### src/rtl/regc_reader_if.sv
// regc_reader_if
//   Bundles the request side (rdReq/dataIn/rdAck) and the narrow CPU bus
//   side (busOut/busValid/busReady/busLast) of the C-register reader,
//   plus its status flags.
//   Modports:
//     master - the reader itself: drives the bus and status, receives
//              the request, the live register value and busReady.
//     slave  - the environment: issues requests, supplies dataIn,
//              back-pressures with busReady, clears overrun.
interface regc_reader_if #(
  parameter int DATA_W = 32,
  parameter int BUS_W  = 19
);
  logic              rdReq;
  logic [DATA_W-1:0] dataIn;
  logic              rdAck;
  logic [BUS_W-1:0]  busOut;
  logic              busValid;
  logic              busReady;
  logic              busLast;
  logic              busy;
  logic              overrun;
  logic              clrOverrun;

  modport master (
    input  rdReq, dataIn, busReady, clrOverrun,
    output rdAck, busOut, busValid, busLast, busy, overrun
  );

  modport slave (
    output rdReq, dataIn, busReady, clrOverrun,
    input  rdAck, busOut, busValid, busLast, busy, overrun
  );
endinterface

### src/rtl/regc_reader.sv
// regc_reader
//   Snapshots a DATA_W-bit holding register on request and streams the
//   snapshot over a BUS_W-bit valid/ready bus, low slice first, with the
//   top slice zero-extended. The register may change freely once the
//   snapshot is taken.
//   Ports:
//     clk   - single clock, rising edge
//     rst_n - asynchronous active-low reset
//     io    - regc_reader_if.master: rdReq/dataIn/rdAck request side,
//             busOut/busValid/busReady/busLast bus side, busy, overrun
//             (sticky dropped-request flag) and clrOverrun.
//   All outputs are registered; there is no input-to-output path.
module regc_reader #(
  parameter int DATA_W = 32,
  parameter int BUS_W  = 19
) (
  input  logic           clk,
  input  logic           rst_n,
  regc_reader_if.master  io
);

  localparam int BEATS = (DATA_W + BUS_W - 1) / BUS_W;
  localparam int CNT_W = (BEATS > 1) ? $clog2(BEATS) : 1;
  // Beat slots rounded up to a power of two so any counter value indexes
  // a real slot; the extra slots read as zero.
  localparam int NSLOT = 1 << CNT_W;
  localparam logic [CNT_W-1:0] LAST_BEAT = CNT_W'(BEATS - 1);

  typedef enum logic {IDLE, SEND} state_t;

  state_t            state_q, state_d;
  logic [CNT_W-1:0]  cnt_q, cnt_d;
  logic [DATA_W-1:0] snap_q, snap_d;
  logic [BUS_W-1:0]  bus_out_q, bus_out_d;
  logic              bus_valid_q, bus_valid_d;
  logic              bus_last_q, bus_last_d;
  logic              rd_ack_q, rd_ack_d;
  logic              busy_q, busy_d;
  logic              overrun_q, overrun_d;

  logic                   handshake;
  logic                   final_hs;
  logic [NSLOT*BUS_W-1:0] padded_d;
  logic [BUS_W-1:0]       beat_d [NSLOT];

  assign handshake = bus_valid_q & io.busReady;
  assign final_hs  = handshake & (cnt_q == LAST_BEAT);

  // Next snapshot zero-extended to a whole number of beats.
  always_comb begin
    padded_d = '0;
    padded_d[DATA_W-1:0] = snap_d;
  end

  for (genvar gi = 0; gi < NSLOT; gi++) begin : g_beat
    assign beat_d[gi] = padded_d[gi*BUS_W +: BUS_W];
  end

  always_comb begin
    state_d   = state_q;
    cnt_d     = cnt_q;
    snap_d    = snap_q;
    rd_ack_d  = 1'b0;
    // Set below takes priority over this clear.
    overrun_d = overrun_q & ~io.clrOverrun;

    unique case (state_q)
      IDLE: begin
        if (io.rdReq) begin
          snap_d   = io.dataIn;
          cnt_d    = '0;
          state_d  = SEND;
          rd_ack_d = 1'b1;
        end
      end
      SEND: begin
        if (final_hs) begin
          if (io.rdReq) begin
            // Chained read: reload without a bubble.
            snap_d   = io.dataIn;
            cnt_d    = '0;
            rd_ack_d = 1'b1;
          end else begin
            state_d = IDLE;
          end
        end else begin
          if (handshake) begin
            cnt_d = cnt_q + CNT_W'(1);
          end
          if (io.rdReq) begin
            overrun_d = 1'b1;
          end
        end
      end
      default: state_d = IDLE;
    endcase

    // Outputs are derived from next state so they appear registered with
    // one cycle of latency from the capturing edge.
    bus_valid_d = (state_d == SEND);
    busy_d      = bus_valid_d;
    bus_last_d  = bus_valid_d & (cnt_d == LAST_BEAT);
    bus_out_d   = bus_valid_d ? beat_d[cnt_d] : '0;
  end

  always_ff @(posedge clk or negedge rst_n) begin
    if (!rst_n) begin
      state_q     <= IDLE;
      cnt_q       <= '0;
      snap_q      <= '0;
      bus_out_q   <= '0;
      bus_valid_q <= 1'b0;
      bus_last_q  <= 1'b0;
      rd_ack_q    <= 1'b0;
      busy_q      <= 1'b0;
      overrun_q   <= 1'b0;
    end else begin
      state_q     <= state_d;
      cnt_q       <= cnt_d;
      snap_q      <= snap_d;
      bus_out_q   <= bus_out_d;
      bus_valid_q <= bus_valid_d;
      bus_last_q  <= bus_last_d;
      rd_ack_q    <= rd_ack_d;
      busy_q      <= busy_d;
      overrun_q   <= overrun_d;
    end
  end

  assign io.busOut   = bus_out_q;
  assign io.busValid = bus_valid_q;
  assign io.busLast  = bus_last_q;
  assign io.rdAck    = rd_ack_q;
  assign io.busy     = busy_q;
  assign io.overrun  = overrun_q;

endmodule

### src/flat_wrapper.sv
// flat-port wrapper written by rule: the top's interface ports become plain ports
module regc_reader_flat 
#(
  parameter int DATA_W = 32,
  parameter int BUS_W  = 19
)
  (clk, rst_n, io_rdReq, io_dataIn, io_busReady, io_clrOverrun, io_rdAck, io_busOut, io_busValid, io_busLast, io_busy, io_overrun);
  regc_reader_if #(.DATA_W(DATA_W), .BUS_W(BUS_W)) io_i ();
  input  logic clk;
  input  logic rst_n;
  input wire logic [$bits(io_i.rdReq)-1:0] io_rdReq;
  input wire logic [$bits(io_i.dataIn)-1:0] io_dataIn;
  input wire logic [$bits(io_i.busReady)-1:0] io_busReady;
  input wire logic [$bits(io_i.clrOverrun)-1:0] io_clrOverrun;
  output wire logic [$bits(io_i.rdAck)-1:0] io_rdAck;
  output wire logic [$bits(io_i.busOut)-1:0] io_busOut;
  output wire logic [$bits(io_i.busValid)-1:0] io_busValid;
  output wire logic [$bits(io_i.busLast)-1:0] io_busLast;
  output wire logic [$bits(io_i.busy)-1:0] io_busy;
  output wire logic [$bits(io_i.overrun)-1:0] io_overrun;
  assign io_i.rdReq = io_rdReq;
  assign io_i.dataIn = io_dataIn;
  assign io_i.busReady = io_busReady;
  assign io_i.clrOverrun = io_clrOverrun;
  assign io_rdAck = io_i.rdAck;
  assign io_busOut = io_i.busOut;
  assign io_busValid = io_i.busValid;
  assign io_busLast = io_i.busLast;
  assign io_busy = io_i.busy;
  assign io_overrun = io_i.overrun;
  regc_reader #(.DATA_W(DATA_W), .BUS_W(BUS_W)) u_core (.clk(clk), .rst_n(rst_n), .io(io_i));
endmodule
### config.mk
export PLATFORM = sky130hd
export DESIGN_NAME = regc_reader_flat
export DESIGN_NICKNAME = d
export VERILOG_FILES = /design/src/rtl/regc_reader_if.sv /design/src/rtl/regc_reader.sv /design/src/flat_wrapper.sv
export SDC_FILE = /design/constraint.sdc
export NUM_CORES = 1
export LEC_CHECK = 0
export CELL_PAD_IN_SITES_DETAIL_PLACEMENT = 1
export CELL_PAD_IN_SITES_GLOBAL_PLACEMENT = 1
export CORE_MARGIN = 4
export CORE_UTILIZATION = 39
export DETAILED_ROUTE_END_ITERATION = 12
export PLACE_DENSITY = 0.79
export SETUP_SLACK_MARGIN = 0.4
export SYNTH_ARGS = -nofsm -noshare
export SYNTH_HDL_FRONTEND = slang
export SYNTH_SLANG_ARGS = --single-unit
export TNS_END_PERCENT = 20
### constraint.sdc
create_clock -name clk -period 1.85 [get_ports clk]
set_input_delay 0.185 -clock clk [delete_from_list [all_inputs] [get_ports clk]]
set_output_delay 0.185 -clock clk [all_outputs]
set_load 0.01 [all_outputs]
Word level (Yosys, flattened, before mapping)
Cells that the tools add are included.
- bits in registers: 56
- input port bits: 37
- output and inout port bits: 24
- word-level logic and storage cells: 35
- add/sub/neg operators: 1
- magnitude comparators: 1
- mux-type cells: 19
- bitwise operators: 7
- operators with widths (cell ; number):
    $mux 19 ; 4
    $mux 32 ; 2
    $pmux 32 s2 ; 1
    $mux 1 ; 9
    $pmux 1 s2 ; 3
    $and 1x1->1 ; 4
    $ge 2x2->1 const B ; 1
    $not 1->1 ; 2
    $not 1->2 ; 1
    $add 1x1->1 const B ; 1

Longest topological paths before layout
Gate-level depths: netlist of the first run.
- depth after elaboration: 9
- depth in mapped cells: 6
- depth with buffers taken out: 3

Least setup slack after synthesis of the first run
Ideal clock, no wire load.
- path type: reg-to-reg
- from: register u_core.state_q
- to: register u_core.snap_q[10]
- library setup time: 0.125 ns
- data arrival time: 1.349 ns
- setup slack: 0.376 ns
- stages on the path, launching flop included: 6
- clock period less this slack: 1.474 ns
- cell sequence: dfrtp_1 -> a21boi_2 -> nor2b_2 -> buf_6 -> buf_6 -> mux2_4
- longest elaborated chain between the ends: 4
- elaborated cells on any way between the ends: 5
- RTL lines (element ; line ; source):
    start, declared ; regc_reader.sv:31 ; state_t state_q, state_d;
    start signal, assigned ; regc_reader.sv:118 ; state_q <= state_d;
    $and 1x1->1 (2 in a row) ; n/a ;
    $mux 32 ; n/a ;
    $pmux 32 s2 (*) ; regc_reader.sv:67 ; unique case (state_q)
    net u_core.snap_d[10] ; regc_reader.sv:33 ; logic [DATA_W-1:0] snap_q, snap_d;
    end signal, assigned ; regc_reader.sv:120 ; snap_q <= snap_d;
    end, declared ; regc_reader.sv:33 ;
The timed path passes the listed nets; every way through them passes the cells marked *.

Worst setup path after layout of the first run
- from: register u_core.cnt_q
- to: register u_core.snap_q[28]
- longest elaborated chain between the ends: 3
- RTL lines (element ; line ; source):
    start, declared ; regc_reader.sv:32 ; logic [CNT_W-1:0] cnt_q, cnt_d;
    start signal, assigned ; regc_reader.sv:119 ; cnt_q <= cnt_d;
    $and 1x1->1 ; regc_reader.sv:47 ; assign final_hs = handshake & (cnt_q == LAST_BEAT);
    $mux 32 ; regc_reader.sv:77 ; if (final_hs) begin
    $pmux 32 s2 ; regc_reader.sv:67 ;
    net u_core.snap_d[28] ; regc_reader.sv:33 ;
The timed path passes the listed nets, and every way through them passes these cells.

==> results.toml, run 1 <==
[outcome]
status = "complete, no violations"

[worst_setup_path]
cp.required_ns = 2.04
cp_max_fo = 6
critPathCaptureType = "register"
path_class = "reg -> reg"
r2r_cells = 6
cp-start-kind = "register"
worstPathArrival_ns = 1.72
r2r-end = "u_core.snap_q[28]$_DFF_PN0_"
r2r_start = "u_core.cnt_q$_DFF_PN0_"
reg2reg_setup_slack_ns = 0.33

[drt]
drt_wl_total_mm = 6.75
route.detailed.drc = 0
vias = 1786
ant_nets = 0
drt-initial-drc-count = 68
first_pass_iters = 4
viasPerCell = 5.51
routedWlPerCell_um = 20.8

[power]
p_total_mw = 5.29
peakVddDrop_mv = 0.620
power.leakage_nw = 1.61
pwr_density_cell_nw_per_um2 = 1500

[clock_network]
cts_tree = "done"
htreeDepth = 2
cts_buffers = 5
cts.sinks = 56
clockRootBuffer = "clkbuf_8"
clk_pin_slew_ns = 0.10
clk_latency_ns = 0.31
cts_buffer_depth = 2

[synth]
syn-cell-area_um2 = 2440
synthCells = 174
syn_nets = 211
synth_xor_xnor_area_share = 0.00360
synth_seq_area_share = 0.575
synth_adder_area_share = 0
synth_mux_area_frac = 0.206
synth-edff-count = 0
ys_ff_latch = 56
synth_cell_types = 24
synth_top_family_by_area = "multiplexers"
synth_compound_area_frac = 0.132
synthSimpleGateAreaFrac = 0.0431
yosys_most_used_dff = "dfrtp_1"
syn_area_per_cell_um2 = 14.0
synthArstFlopShare = 1.00
ys_warn_count = 0

[final_layout]
drive_above_1_share = 0.265
multi_input_area_um2 = 1070
syn_to_final_growth_pct = 44.8
final_common_cell = "clkdlybuf4s50_1"
postLayoutCellArea_um2 = 3530
n_antenna_cell = 0
nets = 285
register_area_um2 = 1400
fillCellCount = 582
layout_common_cells = "59 x clkdlybuf4s50_1, 55 x dfrtp_1, 31 x mux2_4"

[placed_design]
place_area_um2 = 3150
io_buffers = 60
dp_hpwl_mm = 4.17
gp_congestion = 0.745
post-place-ws_ns = -0.0572

[sta]
relSlewSlack = 0.667
rsz0062_at_grt = "true"
max_freq_mhz = 656
worst_slack_ns = 0.325
finalCritPeriodShare = 0.824
slew_violations = 0
period_needed_ns = 1.52
hold_viol_final = 0
clock_skew_ns = 0.00888
tightest_slew_ns = 0.500
setup_viol = 0

[floorplanning]
core_um2 = 5990
dieArea_um2 = 7580
die_w_um = 87.0
start_util = 0.407
io_pins = 61
die_h_um = 87.0
std_cell_rows = 28

[grt]
grt_pass1_wl_mm = 9.87
track_usage = 0.171
grt_max_degree = 24
grt_pass1_vias = 1900
antenna_found_initial = 0
overflow = 0

[worst_hold_path]
hp-class = "in -> async"

[flow_run]
max_cap_viol_count = 0
critical path: stages, from the launching register on:
cell,delay (ns)
dfrtp_1,0.42
buf_8,0.14
a21boi_4,0.16
nor2b_4,0.08
buf_6,0.13
clkbuf_16,0.16
mux2_4,0.30
synth_stat cells (2+ instances only):
| cell | n | area share |
|---|---|---|
| dfrtp_1 | 56 | 0.58 |
| mux2_2 | 29 | 0.13 |
| a22o_1 | 18 | 0.065 |
| nor2_1 | 14 | 0.022 |
| a221o_1 | 13 | 0.053 |
| mux2i_1 | 13 | 0.053 |
| buf_2 | 6 | 0.012 |
| buf_6 | 4 | 0.018 |
| mux2_4 | 3 | 0.018 |
| clkbuf_1 | 2 | 0.0031 |
| inv_1 | 2 | 0.0031 |
| nor2b_1 | 2 | 0.0051 |
per-stage QoR:
stage	hold WS, ns	util	setup TNS (ns)	instances
after CTS	0.383	0.559	0	320
after detailed placement	0.187	0.527	-0.564	305
after floorplan	-0.111	-	0	174
after global routing	0.415	0.589	0	324
final	0.363	0.589	0	324
after global placement	0.186	0.527	-0.366	305
cells by family (layout without fill, tap and decap cells):
group	Yosys count	in the layout
DFF	56	56
xor gates and xnor gates	1	1
muxes	45	45
and+or+nand+nor	22	22
buffers and inverters	15	90
AOI/OAI and AO/OA	35	35
what timing repair did:
| action | CTS | global route |
|---|---|---|
| buffers inserted | 5 | 2 |
| hold buffers | 1 | 0 |
| endpoints found under the hold margin | 21 | 0 |
| pin swaps | 1 | 1 |
| setup endpoints to repair | 47 | 42 |
| gates cloned | 1 | 2 |
| gates resized for setup | 6 | 32 |
sequential cells by signal, summed over array words and instances (netlist names):
register,flops
u_core.io.busOut,19
u_core.io.rdAck,1
u_core.io.busLast,1
u_core.cnt_q,1
u_core.io.overrun,1
u_core.snap_q,32
u_core.state_q,1
how the worst max path moves through the flow:
stage,startpoint,to,slack (ns),cells after the start
final,u_core.cnt_q$_DFF_PN0_,u_core.snap_q[28]$_DFF_PN0_,0.33,6
after floorplan,u_core.state_q$_DFF_PN0_,u_core.snap_q[10]$_DFF_PN0_,0.42,5
after CTS,u_core.state_q$_DFF_PN0_,u_core.snap_q[6]$_DFF_PN0_,0.32,5
after global placement,io_rdReq,u_core.io.busOut[7]$_DFF_PN0_,-0.03,3
after global routing,u_core.state_q$_DFF_PN0_,u_core.snap_q[14]$_DFF_PN0_,0.28,5
after detailed placement,io_rdReq,u_core.io.busOut[11]$_DFF_PN0_,-0.06,3
layer usage:
layer / track usage / wire length, um / part of all wire / vias to the layer above
li1: - / - / - / 790
met1: 0.209 / 2920 / 0.43 / 942
met2: 0.302 / 3440 / 0.51 / 43
met3: 0.0331 / 287 / 0.043 / 11
met4: 0.0538 / 109 / 0.016 / 0
met5: 0 / 0 / 0 / -
power by group:
group / leakage, nW / internal (mW) / switching [mW] / total [mW]
clock network: 0.0445 / 0.306 / 0.403 / 0.708
logic: 0.890 / 1.54 / 0.942 / 2.48
registers: 0.672 / 1.77 / 0.331 / 2.10
cell type report:
type / instances / share of cell area
clock buffers: 7 / 0.0245
clock inverters: 1 / 0.00213
inverters: 2 / 0.00213
multi-input cells: 103 / 0.303
flip-flops and latches: 56 / 0.398
well taps: 75 / 0.0266
repair buffers: 80 / 0.244
No activity file was read; power rests on OpenSTA's default activity.
==> inputs of run 2 (changes only) <==
--- a/config.mk
+++ b/config.mk
@@ -8,9 +8,9 @@
 export CELL_PAD_IN_SITES_DETAIL_PLACEMENT = 1
 export CELL_PAD_IN_SITES_GLOBAL_PLACEMENT = 1
 export CORE_MARGIN = 4
-export CORE_UTILIZATION = 39
+export CORE_UTILIZATION = 35
 export DETAILED_ROUTE_END_ITERATION = 12
-export PLACE_DENSITY = 0.79
+export PLACE_DENSITY = 0.75
 export SETUP_SLACK_MARGIN = 0.4
 export SYNTH_ARGS = -nofsm -noshare
 export SYNTH_HDL_FRONTEND = slang
==> constraint.sdc (replaced) <==
create_clock -name clk -period 1.4 [get_ports clk]
set_input_delay 0.14 -clock clk [delete_from_list [all_inputs] [get_ports clk]]
set_output_delay 0.14 -clock clk [all_outputs]
set_load 0.01 [all_outputs]
==> results.toml, run 2 (synthesis gave the netlist of run 1 again) <==
[worst_hold_path]
hp-class = "in -> async"

[placed_design]
dp_cells = 334
io_buffers = 60
gp_congestion = 0.721
dp_hpwl_mm = 4.06
place_area_um2 = 3240
post-place-ws_ns = -0.453

[sta]
rsz0062_at_grt = "true"
hold_viol_final = 0
finalCritPeriodShare = 1.08
max_freq_mhz = 659
worst_slack_ns = -0.119
relSlewSlack = 0.700
period_needed_ns = 1.52
tightest_slew_ns = 0.449
clock_skew_ns = 0.0149
holdWs_ns = 0.343
slew_violations = 0
setup_viol = 39
tns_ns = -3.07

[floorplanning]
core_um2 = 6790
die_h_um = 91.4
io_pins = 61
start_util = 0.359
die_w_um = 91.4
dieArea_um2 = 8360
std_cell_rows = 30

[grt]
overflow = 0
antenna_found_initial = 0
grt_pass1_wl_mm = 10.6
track_usage = 0.164
grt_max_degree = 57
grt_pass1_vias = 1994

[worst_setup_path]
r2r-end = "u_core.snap_q[15]$_DFF_PN0_"
cp.required_ns = 1.60
cpMaxStageDelayCell = "dfrtp_1"
r2r_start = "u_core.cnt_q$_DFF_PN0_"
cp_max_fo = 13
worstPathCellList = "buf_6 > a21boi_4 > nor2b_4 > buf_12 > buf_12 > mux2_2"
cp_common_cell = "buf_12"
cp-start-kind = "register"
path_class = "reg -> reg"
cp_top_family = "buffers and inverters"
r2r_cells = 6
critPathBufInv = 3
reg2reg_setup_slack_ns = -0.12
critPathCaptureType = "register"
worstPathArrival_ns = 1.72
slowest_delay_ns = 0.40

[clock_network]
clk_latency_ns = 0.32
cts_buffer_depth = 2
htreeDepth = 2
cts_tree = "done"
clockRootBuffer = "clkbuf_8"
clk_pin_slew_ns = 0.11
cts_buffers = 5
cts.sinks = 56

[drt]
viasPerCell = 5.04
drt-initial-drc-count = 81
ant_nets = 0
vias = 1788
drt_wl_total_mm = 6.59
route.detailed.drc = 0
first_pass_iters = 4
routedWlPerCell_um = 18.6

[power]
p_seq_frac = 0.402
p_int_mw = 4.62
switchingPower_mw = 2.22
pwr_density_cell_nw_per_um2 = 1980
p_total_mw = 6.83
netSwitchingFraction = 0.324
p_clk_frac = 0.161
peakVddDrop_mv = 0.731
power.leakage_nw = 1.59
p_comb_frac = 0.437

[final_layout]
syn_to_final_growth_pct = 41.7
n_antenna_cell = 0
drive_above_1_share = 0.398
fin_cells = 355
final_common_cell = "dfrtp_1"
largest_reg_flops = 32
nets = 295
layout_common_cells = "55 x dfrtp_1, 35 x clkdlybuf4s50_1, 29 x mux2_2"
regMostFlops = "u_core.snap_q"
postLayoutCellArea_um2 = 3450
final_util = 0.508

[flow_run]
max_cap_viol_count = 0

[outcome]
violations = "setup timing"
status = "finished, violations left"
run 2: final cells by class:
class / instances / area [um2]
Sequential cell: 56 / 1400
Clock inverter: 3 / 46.3
Tap cell: 96 / 120
Inverter: 2 / 7.51
Multi-Input combinational cell: 105 / 993
Timing Repair Buffer: 88 / 813
Fill cell: 724 / 3340
Clock buffer: 5 / 68.8
run 2: what timing repair did:
action	in CTS	in global routing
endpoints found under the hold margin	56	0
resized for setup	111	3
cloned	4	0
pin swaps	14	0
hold buffers	1	0
endpoints found under the setup margin	80	72
setup buffers	7	1
run 2: layer usage:
layer  share of wire  wire [um]  track usage  up-vias
met3           0.037        246       0.0323        7
met1            0.40       2630        0.193      927
met5               0          0            0        -
met2            0.55       3630        0.304       42
met4           0.012         80       0.0352        0
li1                -          -            -      812
run 2: power by group through the flow:
stage,sequential (mW),clock [mW],combinational (mW)
final,2.75,1.10,2.98
after global routing,2.84,1.19,3.21
after CTS,2.75,1.12,2.91
after detailed placement,2.79,0,2.77
after global placement,2.74,0,2.68
after floorplan,2.79,0,1.58
run 2: worst max-delay path by stage:
stage	start	to	slack, ns	cells after the start
after floorplan	u_core.state_q$_DFF_PN0_	u_core.snap_q[10]$_DFF_PN0_	-0.03	5
after detailed placement	io_rdReq	u_core.io.busOut[7]$_DFF_PN0_	-0.45	3
after global routing	u_core.cnt_q$_DFF_PN0_	u_core.snap_q[15]$_DFF_PN0_	-0.17	6
after CTS	u_core.state_q$_DFF_PN0_	u_core.snap_q[15]$_DFF_PN0_	-0.09	5
final	u_core.cnt_q$_DFF_PN0_	u_core.snap_q[15]$_DFF_PN0_	-0.12	6
after global placement	io_rdReq	u_core.io.busOut[4]$_DFF_PN0_	-0.39	3
run 2: worst min-delay path: stages:
cell and delay [ns]:
dlygate4sd3_1 0.52, buf_2 0.12, buf_12 0.28
